[src/rtl/fill_sequencer_if.sv]
// Command and datapath handshake bundle between a host/fill datapath and fill_sequencer.
// The sequencer uses the slave modport; the host/datapath side uses master.
interface fill_sequencer_if;
    logic        cmd_valid;
    logic        cmd_ready;
    logic [47:0] cmd_coordinates;
    logic [47:0] coordinates;
    logic        math_start;
    logic        row_start;
    logic        fill_start;
    logic        math_done;
    logic        row_done;
    logic        fill_done;
    logic [8:0]  ymin;
    logic [8:0]  ymax;
    logic [8:0]  row_y;
    logic        busy;
    logic        all_finish;
    logic        error;

    modport master (
        output cmd_valid, cmd_coordinates, math_done, row_done, fill_done, ymin, ymax,
        input  cmd_ready, coordinates, math_start, row_start, fill_start, row_y,
               busy, all_finish, error
    );

    modport slave (
        input  cmd_valid, cmd_coordinates, math_done, row_done, fill_done, ymin, ymax,
        output cmd_ready, coordinates, math_start, row_start, fill_start, row_y,
               busy, all_finish, error
    );
endinterface

[src/rtl/fill_sequencer.sv]
// Row-by-row fill sequencer: math phase, then a row/fill phase pair per scanline.
// Optional watchdog (ERR state, error flag) enabled by defining FILL_SEQ_TIMEOUT_EN.
module fill_sequencer #(
    parameter int MAX_Y       = 479,
    parameter int TIMEOUT_CYC = 4096
) (
    input  logic            clk,
    input  logic            n_rst,
    fill_sequencer_if.slave bus
);

    if (MAX_Y < 0 || MAX_Y > 511) begin : g_bad_max_y
        $error("fill_sequencer: MAX_Y must fit in 9 bits");
    end
    if (TIMEOUT_CYC < 2) begin : g_bad_timeout
        $error("fill_sequencer: TIMEOUT_CYC must be at least 2");
    end

    typedef enum logic [2:0] {
        IDLE,
        MATH_WAIT,
        ROW_WAIT,
        FILL_WAIT,
        DONE
`ifdef FILL_SEQ_TIMEOUT_EN
        , ERR
`endif
    } state_t;

    localparam logic [8:0] MAX_Y_ROW = 9'(MAX_Y);

    state_t      state_q, state_d;
    logic        ready_q, ready_d;
    logic [47:0] coords_q, coords_d;
    logic [8:0]  row_y_q, row_y_d;
    logic [8:0]  last_y_q, last_y_d;
    logic        math_start_q, math_start_d;
    logic        row_start_q, row_start_d;
    logic        fill_start_q, fill_start_d;
    logic [8:0]  clamped_ymax;
    logic        accept;

`ifdef FILL_SEQ_TIMEOUT_EN
    localparam int CNT_W = $clog2(TIMEOUT_CYC);
    logic [CNT_W-1:0] cnt_q, cnt_d;
    logic             error_q, error_d;
    logic             waiting;
`endif

    assign clamped_ymax = (bus.ymax > MAX_Y_ROW) ? MAX_Y_ROW : bus.ymax;
    assign accept       = bus.cmd_valid && ready_q;

    always_comb begin
        state_d      = state_q;
        coords_d     = coords_q;
        row_y_d      = row_y_q;
        last_y_d     = last_y_q;
        math_start_d = 1'b0;
        row_start_d  = 1'b0;
        fill_start_d = 1'b0;
`ifdef FILL_SEQ_TIMEOUT_EN
        error_d      = error_q;
        waiting      = (state_q == MATH_WAIT) || (state_q == ROW_WAIT) || (state_q == FILL_WAIT);
        cnt_d        = cnt_q;
`endif
        case (state_q)
            IDLE: begin
                if (accept) begin
                    coords_d     = bus.cmd_coordinates;
                    math_start_d = 1'b1;
                    state_d      = MATH_WAIT;
`ifdef FILL_SEQ_TIMEOUT_EN
                    error_d      = 1'b0;
`endif
                end
            end
            MATH_WAIT: begin
                if (bus.math_done) begin
                    last_y_d = clamped_ymax;
                    row_y_d  = bus.ymin;
                    if (bus.ymin > clamped_ymax) begin
                        state_d = DONE;
                    end else begin
                        row_start_d = 1'b1;
                        state_d     = ROW_WAIT;
                    end
                end
            end
            ROW_WAIT: begin
                if (bus.row_done) begin
                    fill_start_d = 1'b1;
                    state_d      = FILL_WAIT;
                end
            end
            FILL_WAIT: begin
                // Compare before incrementing so row_y can never wrap past last_y.
                if (bus.fill_done) begin
                    if (row_y_q == last_y_q) begin
                        state_d = DONE;
                    end else begin
                        row_y_d     = row_y_q + 9'd1;
                        row_start_d = 1'b1;
                        state_d     = ROW_WAIT;
                    end
                end
            end
            DONE: state_d = IDLE;
`ifdef FILL_SEQ_TIMEOUT_EN
            ERR:  state_d = DONE;
`endif
            default: state_d = IDLE;
        endcase
`ifdef FILL_SEQ_TIMEOUT_EN
        // A timeout only fires when no done moved the FSM, so no start pulse is lost.
        if (waiting && (state_d == state_q) && (cnt_q == CNT_W'(TIMEOUT_CYC - 1))) begin
            state_d = ERR;
            error_d = 1'b1;
        end
        if (state_d != state_q) begin
            cnt_d = '0;
        end else if (waiting) begin
            cnt_d = cnt_q + CNT_W'(1);
        end
`endif
        ready_d = (state_d == IDLE);
    end

    always_ff @(posedge clk or negedge n_rst) begin
        if (!n_rst) begin
            state_q      <= IDLE;
            ready_q      <= 1'b0;
            coords_q     <= '0;
            row_y_q      <= '0;
            last_y_q     <= '0;
            math_start_q <= 1'b0;
            row_start_q  <= 1'b0;
            fill_start_q <= 1'b0;
        end else begin
            state_q      <= state_d;
            ready_q      <= ready_d;
            coords_q     <= coords_d;
            row_y_q      <= row_y_d;
            last_y_q     <= last_y_d;
            math_start_q <= math_start_d;
            row_start_q  <= row_start_d;
            fill_start_q <= fill_start_d;
        end
    end

`ifdef FILL_SEQ_TIMEOUT_EN
    always_ff @(posedge clk or negedge n_rst) begin
        if (!n_rst) begin
            cnt_q   <= '0;
            error_q <= 1'b0;
        end else begin
            cnt_q   <= cnt_d;
            error_q <= error_d;
        end
    end

    assign bus.error = error_q;
`else
    assign bus.error = 1'b0;
`endif

    assign bus.cmd_ready   = ready_q;
    assign bus.coordinates = coords_q;
    assign bus.row_y       = row_y_q;
    assign bus.math_start  = math_start_q;
    assign bus.row_start   = row_start_q;
    assign bus.fill_start  = fill_start_q;
    assign bus.busy        = (state_q != IDLE);
    assign bus.all_finish  = (state_q == DONE);

endmodule

[src/flat_wrapper.sv]
// flat-port wrapper written by rule: the top's interface ports become plain ports
module fill_sequencer_flat 
#(
    parameter int MAX_Y       = 479,
    parameter int TIMEOUT_CYC = 4096
)
  (clk, n_rst, bus_cmd_valid, bus_cmd_coordinates, bus_math_done, bus_row_done, bus_fill_done, bus_ymin, bus_ymax, bus_cmd_ready, bus_coordinates, bus_math_start, bus_row_start, bus_fill_start, bus_row_y, bus_busy, bus_all_finish, bus_error);
  fill_sequencer_if bus_i ();
  input  logic clk;
  input  logic n_rst;
  input wire logic [$bits(bus_i.cmd_valid)-1:0] bus_cmd_valid;
  input wire logic [$bits(bus_i.cmd_coordinates)-1:0] bus_cmd_coordinates;
  input wire logic [$bits(bus_i.math_done)-1:0] bus_math_done;
  input wire logic [$bits(bus_i.row_done)-1:0] bus_row_done;
  input wire logic [$bits(bus_i.fill_done)-1:0] bus_fill_done;
  input wire logic [$bits(bus_i.ymin)-1:0] bus_ymin;
  input wire logic [$bits(bus_i.ymax)-1:0] bus_ymax;
  output wire logic [$bits(bus_i.cmd_ready)-1:0] bus_cmd_ready;
  output wire logic [$bits(bus_i.coordinates)-1:0] bus_coordinates;
  output wire logic [$bits(bus_i.math_start)-1:0] bus_math_start;
  output wire logic [$bits(bus_i.row_start)-1:0] bus_row_start;
  output wire logic [$bits(bus_i.fill_start)-1:0] bus_fill_start;
  output wire logic [$bits(bus_i.row_y)-1:0] bus_row_y;
  output wire logic [$bits(bus_i.busy)-1:0] bus_busy;
  output wire logic [$bits(bus_i.all_finish)-1:0] bus_all_finish;
  output wire logic [$bits(bus_i.error)-1:0] bus_error;
  assign bus_i.cmd_valid = bus_cmd_valid;
  assign bus_i.cmd_coordinates = bus_cmd_coordinates;
  assign bus_i.math_done = bus_math_done;
  assign bus_i.row_done = bus_row_done;
  assign bus_i.fill_done = bus_fill_done;
  assign bus_i.ymin = bus_ymin;
  assign bus_i.ymax = bus_ymax;
  assign bus_cmd_ready = bus_i.cmd_ready;
  assign bus_coordinates = bus_i.coordinates;
  assign bus_math_start = bus_i.math_start;
  assign bus_row_start = bus_i.row_start;
  assign bus_fill_start = bus_i.fill_start;
  assign bus_row_y = bus_i.row_y;
  assign bus_busy = bus_i.busy;
  assign bus_all_finish = bus_i.all_finish;
  assign bus_error = bus_i.error;
  fill_sequencer #(.MAX_Y(MAX_Y), .TIMEOUT_CYC(TIMEOUT_CYC)) u_core (.clk(clk), .n_rst(n_rst), .bus(bus_i));
endmodule
[config.mk]
export PLATFORM = sky130hd
export DESIGN_NAME = fill_sequencer_flat
export DESIGN_NICKNAME = d
export VERILOG_FILES = /design/src/rtl/fill_sequencer_if.sv /design/src/rtl/fill_sequencer.sv /design/src/flat_wrapper.sv
export SDC_FILE = /design/constraint.sdc
export NUM_CORES = 1
export LEC_CHECK = 0
export CORE_MARGIN = 2
export CORE_UTILIZATION = 39
export DETAILED_ROUTE_END_ITERATION = 8
export GPL_ROUTABILITY_DRIVEN = 0
export GPL_TIMING_DRIVEN = 0
export PLACE_DENSITY_LB_ADDON = 0.3
export SYNTH_ARGS = -nofsm -noshare
export SYNTH_HDL_FRONTEND = slang
export SYNTH_SLANG_ARGS = --single-unit
[constraint.sdc]
create_clock -name clk -period 1.5 [get_ports clk]
set_input_delay 0.375 -clock clk [delete_from_list [all_inputs] [get_ports clk]]
set_output_delay 0.375 -clock clk [all_outputs]
set_load 0.01 [all_outputs]
# Word level (Yosys, flattened, before mapping)
# Index checks and enable logic that the tools add are counted.
[totals] regBits=73 inputBits=72
[op_classes] addsub=1 order_cmp=2 n_eq_ne=8 mux=21 n_reduce_logical=8
[op_table] operator="$mux W9" count=4
[op_table] operator="$mux W3" count=6
[op_table] operator="$pmux W9 S2" count=1
[op_table] operator="$pmux W3 S4" count=1
[op_table] operator="$add A9 B1 Y9 const B" count=1
[op_table] operator="$eq A9 B9 Y1" count=1
[op_table] operator="$gt A9 B9 Y1" count=1
[op_table] operator="$gt A9 B9 Y1 const B" count=1
[op_table] operator="$mux W1" count=8
[op_table] operator="$eq A3 B2 Y1 const B" count=2
[op_table] operator="$logic_not A3 Y1" count=2
[op_table] operator="$ne A2 B2 Y1 const B" count=3
[op_table] operator="$reduce_and A2 Y1" count=2
[op_table] operator="$reduce_and A4 Y1" count=1
[op_table] operator="$eq A3 B1 Y1 const B" count=1
[op_table] operator="$eq A3 B3 Y1 const B" count=1
[op_table] operator="$reduce_bool A3 Y1" count=1
[op_table] operator="$pmux W1 S2" count=1
[op_table] operator="$reduce_bool A2 Y1" count=1
[op_table] operator="$logic_and A1 B1 Y1" count=1

# Longest topological paths before layout
[logic_depth] word_depth=7 depth_mapped=9 mapped_depth_nobuf=9

# Least setup slack after synthesis
# Ideal clock, no wire load.
[synth_timing] kind="input port to flip-flop" start="input bus_ymax[7]" end="register u_core.state_q[2]" t_arrival_ps=1989 required_time_ps=1373 setup_slack_ps=-616 cell_stages=9 path_buffers=0 cell_sequence="inv_1 > nor3_1 > nor2_1 > ha_1 > a21oi_1 > o21ai_0 > a2111oi_0 > or3_1 > o21ai_0"
[synth_via] elab_chain_cells=6
[synth_lines] element="from (decl)" line_no="flat_wrapper.sv:17" source="input wire logic [$bits(bus_i.ymax)-1:0] bus_ymax;"
[synth_lines] element="$gt A9 B9 Y1" line_no="fill_sequencer.sv:50" source="assign clamped_ymax = (bus.ymax > MAX_Y_ROW) ? MAX_Y_ROW : bus.ymax;"
[synth_lines] element="$mux W9 (*)" line_no="fill_sequencer.sv:50"
[synth_lines] element="$gt A9 B9 Y1 (*)" line_no="fill_sequencer.sv:81" source="if (bus.ymin > clamped_ymax) begin"
[synth_lines] element="$mux W3 (*)" line_no="fill_sequencer.sv:81"
[synth_lines] element="$mux W3 (*)" line_no="fill_sequencer.sv:78" source="if (bus.math_done) begin"
[synth_lines] element="$pmux W3 S4 (*)" line_no="fill_sequencer.sv:66" source="case (state_q)"
[synth_lines] element="named net u_core.state_d[2]" line_no="fill_sequencer.sv:32" source="state_t state_q, state_d;"
[synth_lines] element="to (signal assigned)" line_no="fill_sequencer.sv:139" source="state_q <= state_d;"
[synth_lines] element="to (decl)" line_no="fill_sequencer.sv:32"
# Mark *: on every way through the listed nets, which the timed path passes. The rest lies on a longest branch.
# A chain may end at the register's enable or synchronous reset.

# Final worst setup path
[layout_timing] start="input bus_ymax[8]" end="register u_core.state_q[2]"
# The elaborated chain is that of the path after synthesis.

==> flow_metrics.tcl <==
set metrics [dict create \
    drc 0 \
    slew_headroom_pct 37.5 \
    startpoint_type "primary input" \
    yosysSeqAreaShare_pct 53.9 \
    viasPerCell 5.06 \
    fin_crit_sh_pct 118 \
    setup_viol_count_final 63 \
    worst_ep_required_time_ns 1.77 \
    netlist_area_sq_um 3390 \
    rsz0062_at_grt "yes" \
    start_util_pct 39.5 \
    via_count 2902 \
    tightest_slew_ns 0.938 \
    hp-class "in -> async" \
    drtAntennaViolNets 0 \
    drv_cap 0 \
    die_w_um 97.3 \
    avgSynthCellArea_sq_um 12.1 \
    switching_share_pct 33.6 \
    area_growth_pct 72.0 \
    fmax_mhz 566 \
    grt_max_degree 74 \
    run_status "finished, violations left" \
    ir_drop_mv 0.736 \
    drtIter0Drc 72 \
    drive_gt1_share_pct 34.6 \
    power_frac_seq_pct 32.8 \
    p_comb_share_pct 49.7 \
    arrival_ns 2.04 \
    worstPathMaxFanout 5 \
    wirelength_um 9870 \
    grt_pass1_vias 2941 \
    cts_buffers 9 \
    dieArea_sq_um 9460 \
    antenna_found_initial 0 \
    h-tree-depth 3 \
    cts_tree "built" \
    critical_path_class "in -> reg" \
    setup_ws_ns -0.266 \
    hpwlAfterDp_um 6420 \
    fin_hold_ws_ns 0.136 \
    ioPinCount 136 \
    placed_cells 522 \
    violations "setup timing" \
    ys_warn_count 0 \
    worstSkewPairLatency_ns 0.34 \
    rows 34 \
    power.leakage_nw 2.73 \
    worst-r2r-cell-count 8 \
    io_buffer_count 134 \
    r2r-end "u_core.bus.row_y[0]" \
    netlist_instances 280 \
    synthDistinctLibCells 38 \
    final_cell_mix "65 x dfrtp_1, 61 x dlygate4sd2_1, 60 x clkdlybuf4s50_1" \
    end_kind "flop" \
    fill_cells 660 \
    synth_nets 362 \
    rrSetupSlack_ns -0.24 \
    switchingPower_mw 3.59 \
    crit_path_end "u_core.state_q[2]" \
    rr_startpoint "u_core.bus.row_y[0]" \
    min_period_ns 1.77 \
    wire_per_inst_um 17.2 \
    yosys_register_bits 73 \
    clock_skew_ns 0.00567 \
    final_cells 573 \
    cts_root_buffer "clkbuf_8" \
    grt_overflow 0 \
    startpoint "bus_ymax[8]" \
    final_common_cell "dfrtp_1" \
    p_clk_share_pct 17.5 \
    final_max_slew_viol_count 0 \
    core-area_sq_um 8590 \
    intPower_mw 7.10 \
    fin_util_pct 67.9 \
    p_per_area_nw_per_um2 1830 \
    grt_pass1_wl_um 15200 \
    tns_ns -9.76 \
    die_h_um 97.3 \
    clk_pin_slew_ns 0.08 \
    cts-hold-fix-buffers 0 \
    gr-usage-all-layers_pct 20.2 \
    n_antenna_cell 0 \
    fin_nets 542 \
    cts.path.max_buffers 2 \
    firstDrtPassIters 4 \
    clock-sinks 73 \
    finalHoldViolCount 0 \
]
[worst max-delay path, cell delays in order]
cell and delay (ns):
buf_6 0.07, inv_4 0.03, nor3_4 0.29, buf_6 0.15, nor2_4 0.04, ha_4 0.26
nand2_2 0.05, o21ai_2 0.21, a2111oi_4 0.11, or3_1 0.37, o21ai_1 0.08
[cell usage after synthesis]
cell / count / area [sq um]
and4_1: 2 / 17.5
and2b_1: 1 / 7.51
or2_2: 1 / 6.26
or3_4: 1 / 11.3
mux2i_1: 4 / 40.0
and3_1: 2 / 12.5
nand2_1: 30 / 113
xor2_1: 9 / 78.8
buf_8: 1 / 15.0
o2bb2ai_1: 3 / 26.3
nor2b_1: 3 / 18.8
ha_1: 10 / 125
nor4_1: 1 / 6.26
and3b_1: 1 / 8.76
nor2_1: 11 / 41.3
nand4_1: 2 / 12.5
buf_2: 2 / 10.0
or3_1: 1 / 6.26
nand2b_1: 3 / 18.8
buf_4: 4 / 30.0
dfrtp_1: 73 / 1830
nor2_8: 1 / 20.0
o2111a_1: 1 / 11.3
a2111oi_0: 1 / 8.76
buf_12: 1 / 20.0
a21oi_1: 11 / 55.1
and2_1: 3 / 18.8
inv_1: 5 / 18.8
nor3b_1: 1 / 7.51
o22ai_1: 2 / 12.5
mux2_2: 40 / 450
o21ai_0: 18 / 90.1
nor3_1: 3 / 15.0
mux2_4: 9 / 135
nand3_1: 10 / 50.1
clkbuf_1: 3 / 11.3
conb_1: 1 / 3.75
a31oi_1: 5 / 31.3
[how the worst min path moves through the flow]
stage                     depth (start not counted)                          to
after global routing                              1  u_core.bus.coordinates[10]
after CTS                                         1  u_core.bus.coordinates[17]
final                                             1  u_core.bus.coordinates[18]
after floorplan                                   0        u_core.bus.cmd_ready
after global placement                            2          u_core.last_y_q[3]
after detailed placement                          1   u_core.bus.coordinates[2]
[state kept, by name, indices dropped and copies added (netlist names)]
register and count:
u_core.bus.row_start 1, u_core.bus.fill_start 1, u_core.state_q 3, u_core.bus.math_start 1, u_core.last_y_q 9, u_core.bus.coordinates 48
u_core.bus.row_y 9, u_core.bus.cmd_ready 1
[power groups by stage]
stage               clock network, mW  registers (mW)  logic (mW)
detailed placement                  0            3.64        4.99
finish                           1.88            3.51        5.31
global placement                    0            3.57        4.93
global route                     1.99            3.64        5.66
floorplan                           0            3.91        2.32
CTS                              1.91            3.50        5.13
[cell type report]
| cell class | count | area (sq um) | area share (%) |
|---|---|---|---|
| Timing Repair Buffer | 173 | 1710 | 29.3 |
| Inverter | 5 | 21.3 | 0.365 |
| Tap cell | 108 | 135 | 2.32 |
| Clock inverter | 6 | 115 | 1.97 |
| Sequential cell | 73 | 1840 | 31.5 |
| Multi-Input combinational cell | 191 | 1810 | 31.0 |
| Clock buffer | 10 | 128 | 2.19 |
| Buffer | 7 | 78.8 | 1.35 |
[kinds of logic after synthesis]
kind of cell / count (synthesis) / synth area share, %
fa+ha+maj: 10 / 3.69
flops: 73 / 53.9
mux: 53 / 18.4
other cells: 1 / 0.111
xor+xnor: 9 / 2.32
compound gates: 41 / 6.93
simple gates: 77 / 11.5
buf+inv: 16 / 3.10
[metal layers]
| metal | up-vias | wire, um | GRT usage [%] |
|---|---|---|---|
| met3 | 12 | 677 | 5.18 |
| met1 | 1392 | 4070 | 25.6 |
| met4 | 0 | 111 | 5.98 |
| met5 | - | 0 | 0 |
| li1 | 1352 | - | - |
| met2 | 146 | 5010 | 34.3 |
[what timing repair did]
action | CTS | global route
pin swaps | 15 | 20
resized for setup | 131 | 42
gates cloned | 3 | 2
endpoints found under the setup margin | 132 | 75
setup buffers | 31 | 5
[through the flow]
step / worst slack [ns] / instance area (sq um) / power (mW)
floorplan: -0.352 / 3610 / 6.23
global placement: -2.69 / 5090 / 8.50
detailed placement: -1.33 / 5090 / 8.63
CTS: -0.257 / 5640 / 10.5
global route: -0.298 / 5830 / 11.3
finish: -0.266 / 5830 / 10.7
Power figures use the tool's default switching activity.
